`config.mk`:
```
export PLATFORM = sky130hd
export DESIGN_NAME = conv3x3_engine
export DESIGN_NICKNAME = d
export VERILOG_FILES = /design/src/rtl/conv_pkg.sv /design/src/rtl/conv_mac9.sv /design/src/rtl/conv3x3_engine.sv
export SDC_FILE = /design/constraint.sdc
export NUM_CORES = 1
export LEC_CHECK = 0
export ABC_CLOCK_PERIOD_IN_PS = 6800
export BUFFER_PORTS_ARGS = -buffer_cell sky130_fd_sc_hd__clkbuf_2
export CAP_MARGIN = 25
export CORE_MARGIN = 5
export CORE_UTILIZATION = 35
export DETAILED_ROUTE_END_ITERATION = 6
export SYNTH_ARGS = -nofsm -noshare
export SYNTH_HDL_FRONTEND = slang
export SYNTH_SLANG_ARGS = --single-unit
```
`constraint.sdc`:
```
create_clock -name clk -period 6.8 [get_ports clk]
set_clock_uncertainty 0.05 [all_clocks]
set_input_delay 0.68 -clock clk [delete_from_list [all_inputs] [get_ports clk]]
set_output_delay 0.68 -clock clk [all_outputs]
set_load 0.02 [all_outputs]
```
`src/rtl/conv_pkg.sv`:
```
// Shared definitions for the 3x3 convolution engine: default widths,
// kernel geometry, the control state encoding and the coefficient array type.
package conv_pkg;

  localparam int DATA_WIDTH   = 8;
  localparam int COEF_WIDTH   = 8;
  // 9 products of (DATA_WIDTH+1)x(COEF_WIDTH) bits plus 4 bits of growth
  // for the 9-term sum, so the accumulator can never overflow.
  localparam int ACC_WIDTH    = DATA_WIDTH + COEF_WIDTH + 5;
  localparam int KERNEL_WIDTH = 3;
  localparam int KERNEL_TAPS  = KERNEL_WIDTH * KERNEL_WIDTH;

  // Frame-level control: IDLE -> RUN -> DRAIN -> IDLE.
  typedef enum logic [1:0] {
    IDLE  = 2'd0,
    RUN   = 2'd1,
    DRAIN = 2'd2
  } state_e;

  // Coefficient k = 3*r + c (r = row from top, c = column from oldest).
  typedef logic signed [COEF_WIDTH-1:0] coef_arr_t [KERNEL_TAPS];

endpackage

```
`src/rtl/conv_mac9.sv`:
```
// Product and adder-tree stages of the 3x3 convolution.
// Stage 1 registers the nine signed products, stage 2 registers the
// shifted sum reduced to a pixel. Build option CONV_SATURATE_EN clamps the
// shifted sum to [0, 2^DATA_WIDTH-1]; without it the low bits are kept.
module conv_mac9 #(
  parameter int DATA_WIDTH = 8,
  parameter int COEF_WIDTH = 8,
  parameter int SHIFT      = 0
) (
  input  logic                               clk,
  input  logic                               reset,
  input  logic                               i_valid,
  input  logic [9*DATA_WIDTH-1:0]            i_win,
  input  logic [9*COEF_WIDTH-1:0]            i_coef,
  output logic                               o_prod_valid,
  output logic                               o_valid,
  output logic [DATA_WIDTH-1:0]              o_pixel
);
  import conv_pkg::*;

  localparam int ACC_W = DATA_WIDTH + COEF_WIDTH + 5;

  logic signed [ACC_W-1:0]      prod_d [KERNEL_TAPS];
  logic signed [ACC_W-1:0]      prod_q [KERNEL_TAPS];
  logic                         prod_vld_d, prod_vld_q;
  logic                         out_vld_d, out_vld_q;
  logic [DATA_WIDTH-1:0]        pix_d, pix_q;

  logic [DATA_WIDTH-1:0]        tap_pix;
  logic [COEF_WIDTH-1:0]        tap_coef;
  logic signed [ACC_W-1:0]      tap_px;
  logic signed [ACC_W-1:0]      tap_cf;
  logic signed [ACC_W-1:0]      sum;
  logic signed [ACC_W-1:0]      shifted;

  // Stage 1: pixel is zero-extended, coefficient sign-extended, then multiplied.
  always_comb begin
    tap_pix  = '0;
    tap_coef = '0;
    tap_px   = '0;
    tap_cf   = '0;
    for (int k = 0; k < KERNEL_TAPS; k++) begin
      tap_pix   = i_win[k*DATA_WIDTH +: DATA_WIDTH];
      tap_coef  = i_coef[k*COEF_WIDTH +: COEF_WIDTH];
      tap_px    = {{(ACC_W-DATA_WIDTH){1'b0}}, tap_pix};
      tap_cf    = {{(ACC_W-COEF_WIDTH){tap_coef[COEF_WIDTH-1]}}, tap_coef};
      prod_d[k] = tap_px * tap_cf;
    end
    prod_vld_d = i_valid;
  end

  // Stage 2: sum the products, shift, then clamp or truncate to a pixel.
  always_comb begin
    sum = '0;
    for (int k = 0; k < KERNEL_TAPS; k++) begin
      sum = sum + prod_q[k];
    end
    shifted = sum >>> SHIFT;
`ifdef CONV_SATURATE_EN
    if (shifted[ACC_W-1]) begin
      pix_d = '0;
    end else if (shifted > ACC_W'((1 << DATA_WIDTH) - 1)) begin
      pix_d = '1;
    end else begin
      pix_d = DATA_WIDTH'(shifted);
    end
`else
    pix_d = DATA_WIDTH'(shifted);
`endif
    out_vld_d = prod_vld_q;
  end

  // Pipeline registers; reset empties both stages.
  always_ff @(posedge clk) begin
    if (reset) begin
      for (int k = 0; k < KERNEL_TAPS; k++) begin
        prod_q[k] <= '0;
      end
      prod_vld_q <= 1'b0;
      out_vld_q  <= 1'b0;
      pix_q      <= '0;
    end else begin
      for (int k = 0; k < KERNEL_TAPS; k++) begin
        prod_q[k] <= prod_d[k];
      end
      prod_vld_q <= prod_vld_d;
      out_vld_q  <= out_vld_d;
      pix_q      <= pix_d;
    end
  end

  assign o_prod_valid = prod_vld_q;
  assign o_valid      = out_vld_q;
  assign o_pixel      = pix_q;

endmodule

```
`src/rtl/conv3x3_engine.sv`:
```
// 3x3 streaming convolution engine: column window, column/pass counters,
// frame FSM and kernel registers; arithmetic lives in conv_mac9.
// Build option CONV_SATURATE_EN selects clamped output (see conv_mac9).
// Handshake: a column is accepted on any cycle with i_valid high unless the
// FSM is in DRAIN; there is no back-pressure, o_valid is a one-cycle strobe.
module conv3x3_engine #(
  parameter int DATA_WIDTH   = conv_pkg::DATA_WIDTH,
  parameter int COEF_WIDTH   = conv_pkg::COEF_WIDTH,
  parameter int IMAGE_WIDTH  = 10,
  parameter int IMAGE_HEIGHT = 10,
  parameter int SHIFT        = 0
) (
  input  logic                  clk,
  input  logic                  reset,
  input  logic                  i_valid,
  input  logic [DATA_WIDTH-1:0] i_data0,
  input  logic [DATA_WIDTH-1:0] i_data1,
  input  logic [DATA_WIDTH-1:0] i_data2,
  input  logic                  i_kernel_we,
  input  logic [3:0]            i_kernel_addr,
  input  logic [COEF_WIDTH-1:0] i_kernel_data,
  output logic                  o_valid,
  output logic [DATA_WIDTH-1:0] o_pixel,
  output logic                  o_busy,
  output logic                  o_frame_done,
  output logic [1:0]            o_dbg_state
);
  import conv_pkg::*;

  localparam int COL_W  = (IMAGE_WIDTH > 1) ? $clog2(IMAGE_WIDTH) : 1;
  localparam int PASS_W = (IMAGE_HEIGHT > 3) ? $clog2(IMAGE_HEIGHT - 2) : 1;
  localparam int WIN_W  = KERNEL_TAPS * DATA_WIDTH;
  localparam int KER_W  = KERNEL_TAPS * COEF_WIDTH;
  localparam logic [COL_W-1:0]  COL_LAST  = COL_W'(IMAGE_WIDTH - 1);
  localparam logic [PASS_W-1:0] PASS_LAST = PASS_W'(IMAGE_HEIGHT - 3);
  // Identity kernel: only the centre tap is 1.
  localparam logic [KER_W-1:0]  KERNEL_IDENT = KER_W'(1) << ((KERNEL_TAPS / 2) * COEF_WIDTH);

  state_e              state_q, state_d;
  logic [COL_W-1:0]    col_q, col_d;
  logic [PASS_W-1:0]   pass_q, pass_d;
  logic [WIN_W-1:0]    win_q, win_d;
  logic                win_vld_q, win_vld_d;
  logic [KER_W-1:0]    coef_q, coef_d;

  logic                accept;
  logic                last_col;
  logic                last_pass;
  logic                frame_end;
  logic                pipe_empty;
  logic                prod_vld;
  logic                mac_valid;
  logic [DATA_WIDTH-1:0] col_in [KERNEL_WIDTH];

  // Column acceptance and frame position decode.
  always_comb begin
    accept     = i_valid && (state_q != DRAIN);
    last_col   = (col_q == COL_LAST);
    last_pass  = (pass_q == PASS_LAST);
    frame_end  = accept && last_col && last_pass;
    pipe_empty = !win_vld_q && !prod_vld && !mac_valid;
  end

  // Column and pass counters; a pass ends on its last accepted column.
  always_comb begin
    col_d  = col_q;
    pass_d = pass_q;
    if (accept) begin
      if (last_col) begin
        col_d  = '0;
        pass_d = last_pass ? '0 : pass_q + PASS_W'(1);
      end else begin
        col_d  = col_q + COL_W'(1);
      end
    end
  end

  // Window shift: new column enters as column 2, column 0 falls out. A
  // window is only issued once three columns of the current pass are in.
  always_comb begin
    col_in[0] = i_data0;
    col_in[1] = i_data1;
    col_in[2] = i_data2;
    win_d     = win_q;
    if (accept) begin
      for (int r = 0; r < KERNEL_WIDTH; r++) begin
        win_d[(KERNEL_WIDTH*r)*DATA_WIDTH +: DATA_WIDTH]   = win_q[(KERNEL_WIDTH*r+1)*DATA_WIDTH +: DATA_WIDTH];
        win_d[(KERNEL_WIDTH*r+1)*DATA_WIDTH +: DATA_WIDTH] = win_q[(KERNEL_WIDTH*r+2)*DATA_WIDTH +: DATA_WIDTH];
        win_d[(KERNEL_WIDTH*r+2)*DATA_WIDTH +: DATA_WIDTH] = col_in[r];
      end
    end
    win_vld_d = accept && (col_q >= COL_W'(2));
  end

  // Kernel writes land only while idle, so a frame never sees a mixed kernel.
  always_comb begin
    coef_d = coef_q;
    if ((state_q == IDLE) && i_kernel_we && (i_kernel_addr < 4'(KERNEL_TAPS))) begin
      coef_d[i_kernel_addr*COEF_WIDTH +: COEF_WIDTH] = i_kernel_data;
    end
  end

  // Datapath and counter registers.
  always_ff @(posedge clk) begin
    if (reset) begin
      col_q     <= '0;
      pass_q    <= '0;
      win_q     <= '0;
      win_vld_q <= 1'b0;
      coef_q    <= KERNEL_IDENT;
    end else begin
      col_q     <= col_d;
      pass_q    <= pass_d;
      win_q     <= win_d;
      win_vld_q <= win_vld_d;
      coef_q    <= coef_d;
    end
  end

  // FSM state register.
  always_ff @(posedge clk) begin
    if (reset) begin
      state_q <= IDLE;
    end else begin
      state_q <= state_d;
    end
  end

  // FSM next state: DRAIN holds until every pipeline stage is empty.
  always_comb begin
    state_d = state_q;
    case (state_q)
      IDLE:    if (accept) state_d = frame_end ? DRAIN : RUN;
      RUN:     if (frame_end) state_d = DRAIN;
      DRAIN:   if (pipe_empty) state_d = IDLE;
      default: state_d = IDLE;
    endcase
  end

  // FSM outputs: frame_done coincides with the DRAIN -> IDLE transition.
  always_comb begin
    o_busy       = (state_q != IDLE);
    o_frame_done = (state_q == DRAIN) && pipe_empty;
    o_dbg_state  = state_q;
  end

  conv_mac9 #(
    .DATA_WIDTH (DATA_WIDTH),
    .COEF_WIDTH (COEF_WIDTH),
    .SHIFT      (SHIFT)
  ) u_mac (
    .clk          (clk),
    .reset        (reset),
    .i_valid      (win_vld_q),
    .i_win        (win_q),
    .i_coef       (coef_q),
    .o_prod_valid (prod_vld),
    .o_valid      (mac_valid),
    .o_pixel      (o_pixel)
  );

  assign o_valid = mac_valid;

endmodule

```
==> run_summary.xml <==
<?xml version="1.0" encoding="UTF-8"?>
<metrics>
  <group name="power">
    <metric name="leakagePower" unit="nW">9.13</metric>
    <metric name="ir_worst_vdd" unit="V">0.000153</metric>
    <metric name="report.power.total" unit="mW">3.16</metric>
    <metric name="cellPowerDensity" unit="nW/um2">161</metric>
  </group>
  <group name="clocking">
    <metric name="cts_hold_buffers" unit="">0</metric>
    <metric name="cts_buffer_depth" unit="">3</metric>
    <metric name="path_clk_slew" unit="ns">0.06</metric>
    <metric name="cts_made_buffers" unit="">28</metric>
    <metric name="clock_tree_from_tritoncts" unit="">yes</metric>
    <metric name="htree_num_levels" unit="">1</metric>
    <metric name="worstSkewPairLatency" unit="ns">0.58</metric>
    <metric name="cts.repair.resized" unit="">0</metric>
    <metric name="cts_setup_buffers" unit="">0</metric>
    <metric name="clkSinkCount" unit="">236</metric>
    <metric name="clk_root_buffer_cell" unit="">clkbuf_16</metric>
  </group>
  <group name="global_routing">
    <metric name="grt_use_total" unit="%">15.7</metric>
    <metric name="initial_antenna_violation_count" unit="">2</metric>
    <metric name="grt_max_degree" unit="">91</metric>
    <metric name="grt_pass1_vias" unit="">13200</metric>
    <metric name="grt_pass1_wl" unit="um">71100</metric>
    <metric name="global_route.overflow_total" unit="">0</metric>
  </group>
  <group name="status">
    <metric name="outcome" unit="">complete, no violations</metric>
  </group>
  <group name="sta">
    <metric name="final.min_clock_period" unit="ns">4.21</metric>
    <metric name="worst-slew-pin-transition" unit="ns">0.884</metric>
    <metric name="setup_viol" unit="">0</metric>
    <metric name="fin_worst_hold_slack" unit="ns">0.269</metric>
    <metric name="final_min_period_over_clock_period" unit="%">62.0</metric>
    <metric name="finalMaxSlewViolations" unit="">0</metric>
    <metric name="setup_ws" unit="ns">2.59</metric>
    <metric name="upper_clock_frequency_limit" unit="MHz">237</metric>
    <metric name="finalHoldViolations" unit="">0</metric>
    <metric name="setup_total_negative_slack" unit="ns">0</metric>
    <metric name="timing.slew.headroom" unit="%">41.1</metric>
    <metric name="setup_repair_after_global_routing_missed_its_margin" unit="">false</metric>
  </group>
  <group name="critical_path">
    <metric name="critical_path.startpoint_type" unit="">flip-flop</metric>
    <metric name="crit_family" unit="">adder cells</metric>
    <metric name="timing.critical_path.slowest_cell_delay" unit="ns">0.60</metric>
    <metric name="cp.arrival" unit="ns">4.60</metric>
    <metric name="critical_path_buf_inv_count" unit="">3</metric>
    <metric name="critical_path_start_end_classification" unit="">reg -&gt; reg</metric>
    <metric name="cp_cell_sequence" unit="">nand2_1 &gt; fa_1 &gt; fa_1 &gt; inv_1 &gt; ha_1 &gt; inv_1 &gt; fa_1 &gt; inv_1 &gt; ha_1 &gt; a21o_1 &gt; a21oi_1 &gt; xnor3_1 &gt; xnor3_1 &gt; nor2_1</metric>
    <metric name="timing.critical_path.to_type" unit="">flip-flop</metric>
    <metric name="slowest_stage" unit="">fa_1</metric>
    <metric name="crit_required" unit="ns">7.19</metric>
    <metric name="crit_fanout" unit="">10</metric>
  </group>
  <group name="placement">
    <metric name="buffers_on_ports" unit="">52</metric>
    <metric name="rd_place_congestion" unit="">0.893</metric>
    <metric name="placedInstanceArea" unit="um2">18700</metric>
    <metric name="placed_cells" unit="">2621</metric>
    <metric name="dp.final_hpwl" unit="um">33500</metric>
    <metric name="post-place-ws" unit="ns">2.58</metric>
  </group>
  <group name="drt">
    <metric name="avgRoutedWirePerCell" unit="um">16.0</metric>
    <metric name="drt_iter0_drc" unit="">632</metric>
    <metric name="remaining_routing_drc_violations" unit="">0</metric>
    <metric name="drt_pass1_iterations" unit="">5</metric>
    <metric name="vias" unit="">12400</metric>
    <metric name="vias_per_cell" unit="">4.63</metric>
    <metric name="finalWirelength" unit="um">42900</metric>
    <metric name="drtAntennaViolNets" unit="">0</metric>
  </group>
  <group name="yosys">
    <metric name="async_reset_ff_share" unit="%">0</metric>
    <metric name="netlist_top_cells_area" unit="">dfxtp_1, fa_1, ha_1, and2_1, nand2_1</metric>
    <metric name="synthesis.instances" unit="">1945</metric>
    <metric name="yosysWarnings" unit="">0</metric>
    <metric name="synth-edff-count" unit="">0</metric>
    <metric name="mappedNetlistArea" unit="um2">17700</metric>
    <metric name="syn_nets" unit="">2321</metric>
    <metric name="yosys_register_bits" unit="">236</metric>
    <metric name="synthFlopType" unit="">dfxtp_1</metric>
    <metric name="yosysUniqueCellTypes" unit="">46</metric>
    <metric name="syn-mean-instance-area" unit="um2">9.11</metric>
    <metric name="netlist.area_leader.share" unit="%">26.7</metric>
    <metric name="synth.yosys.seq_area_share" unit="%">26.7</metric>
    <metric name="yosys.area.top_type" unit="">dfxtp_1</metric>
  </group>
  <group name="final_layout">
    <metric name="finish.utilization" unit="%">39.2</metric>
    <metric name="nets" unit="">2356</metric>
    <metric name="layoutNonFillerInstCount" unit="">2674</metric>
    <metric name="final_cell_mix" unit="">nand2_1, dfxtp_1, inv_1</metric>
    <metric name="share_of_cells_above_drive_strength_1" unit="%">6.30</metric>
    <metric name="flow.area_growth_from_synthesis" unit="%">10.7</metric>
    <metric name="fin_area" unit="um2">19600</metric>
    <metric name="most_common_cell_after_layout_fill_and_taps_aside" unit="">nand2_1</metric>
  </group>
  <group name="floorplanning">
    <metric name="design.core.area" unit="um2">50100</metric>
    <metric name="placementRows" unit="">82</metric>
    <metric name="design.die.area" unit="um2">55200</metric>
    <metric name="pin_count" unit="">53</metric>
    <metric name="chipWidth" unit="um">235</metric>
    <metric name="floorplan.die.height" unit="um">235</metric>
    <metric name="start_util" unit="%">35.4</metric>
  </group>
  <group name="flow_run">
    <metric name="maxCapViolations" unit="">0</metric>
  </group>
  <group name="min_path">
    <metric name="worstHoldPathType" unit="">in -&gt; reg</metric>
  </group>
</metrics>
-- flip-flops by register name, summed over array words and instances (netlist names) --
| signal | flops |
|---|---|
| win_q | 72 |
| u_mac.o_valid | 1 |
| u_mac.o_pixel | 8 |
| u_mac.o_prod_valid | 1 |
| col_q | 4 |
| pass_q | 3 |
| u_mac.prod_q | 72 |
| coef_q | 72 |
| o_dbg_state | 2 |
| win_vld_q | 1 |
-- where the power goes --
part / switching (mW) / total [mW] / internal (mW)
Clock: 0.632 / 1.55 / 0.919
Sequential: 0.0345 / 1.44 / 1.40
Combinational: 0.115 / 0.170 / 0.0543
Total: 0.782 / 3.16 / 2.38
-- layer usage --
layer	up-vias	share of wire (%)	GRT usage, %
met5	-	0.030	0
met4	2	3.3	5.03
met3	69	4.0	1.95
met2	153	49	27.6
met1	5966	44	20.3
li1	6186	-	-
-- kinds of logic (layout without fill, tap and decap cells) --
family                     after synthesis  after routing  synth area share, %
other                                    0              1                    0
AOI/OAI and AO/OA                      161            161                 5.34
buffers and inverters                  288            344                 6.22
muxes                                   20             20                 1.14
adders and majority gates              336            336                 30.2
xor gates and xnor gates               157            157                 9.20
DFF                                    236            236                 26.7
and+or+nand+nor                        747            747                 21.2
-- worst paths after layout --
path	slack (ns)	cells past startpoint	endpoint	from
setup reg to reg	2.59	14	u_mac.prod_q[0][175]$_SDFF_PP0_	win_q[64]$_SDFFE_PP0P_
setup / recovery	2.59	14	u_mac.prod_q[0][175]$_SDFF_PP0_	win_q[64]$_SDFFE_PP0P_
hold / removal	0.27	3	win_q[69]$_SDFFE_PP0P_	i_data2[5]
hold reg to reg	0.40	2	win_q[7]$_SDFFE_PP0P_	win_q[7]$_SDFFE_PP0P_
-- cells in the mapped netlist, types with 2 or more instances --
library cell	instances
ha_1	183
buf_2	5
xnor3_1	18
nor4_1	2
dfxtp_1	236
xor2_1	20
nor2b_1	48
nor2_1	107
or2_2	4
and2_1	225
nor3b_1	3
and3_1	3
nand2_1	278
buf_6	2
mux2i_1	19
a21o_1	12
nand4_1	8
clkbuf_1	43
a21oi_1	114
xnor2_1	118
o22a_1	21
buf_1	5
o21ai_0	8
fa_1	153
nand3_1	17
nor3_1	18
nand2b_1	21
nor3_4	4
inv_1	233
-- layout make-up --
cell class,count,area [um2]
tap,672,841
fill,5093,30500
inverter,233,875
clock buffer,37,774
antenna,1,2.50
sequential,236,4720
clock inverter,14,178
timing repair buffer,60,330
multi-input combinational,1421,11900
-- tightest hold or removal path, cell delays in order --
cell	delay, ns
clkbuf_2	0.08
nand2_1	0.04
a21oi_1	0.05
Note: power is estimated with default switching activity, not from simulation.
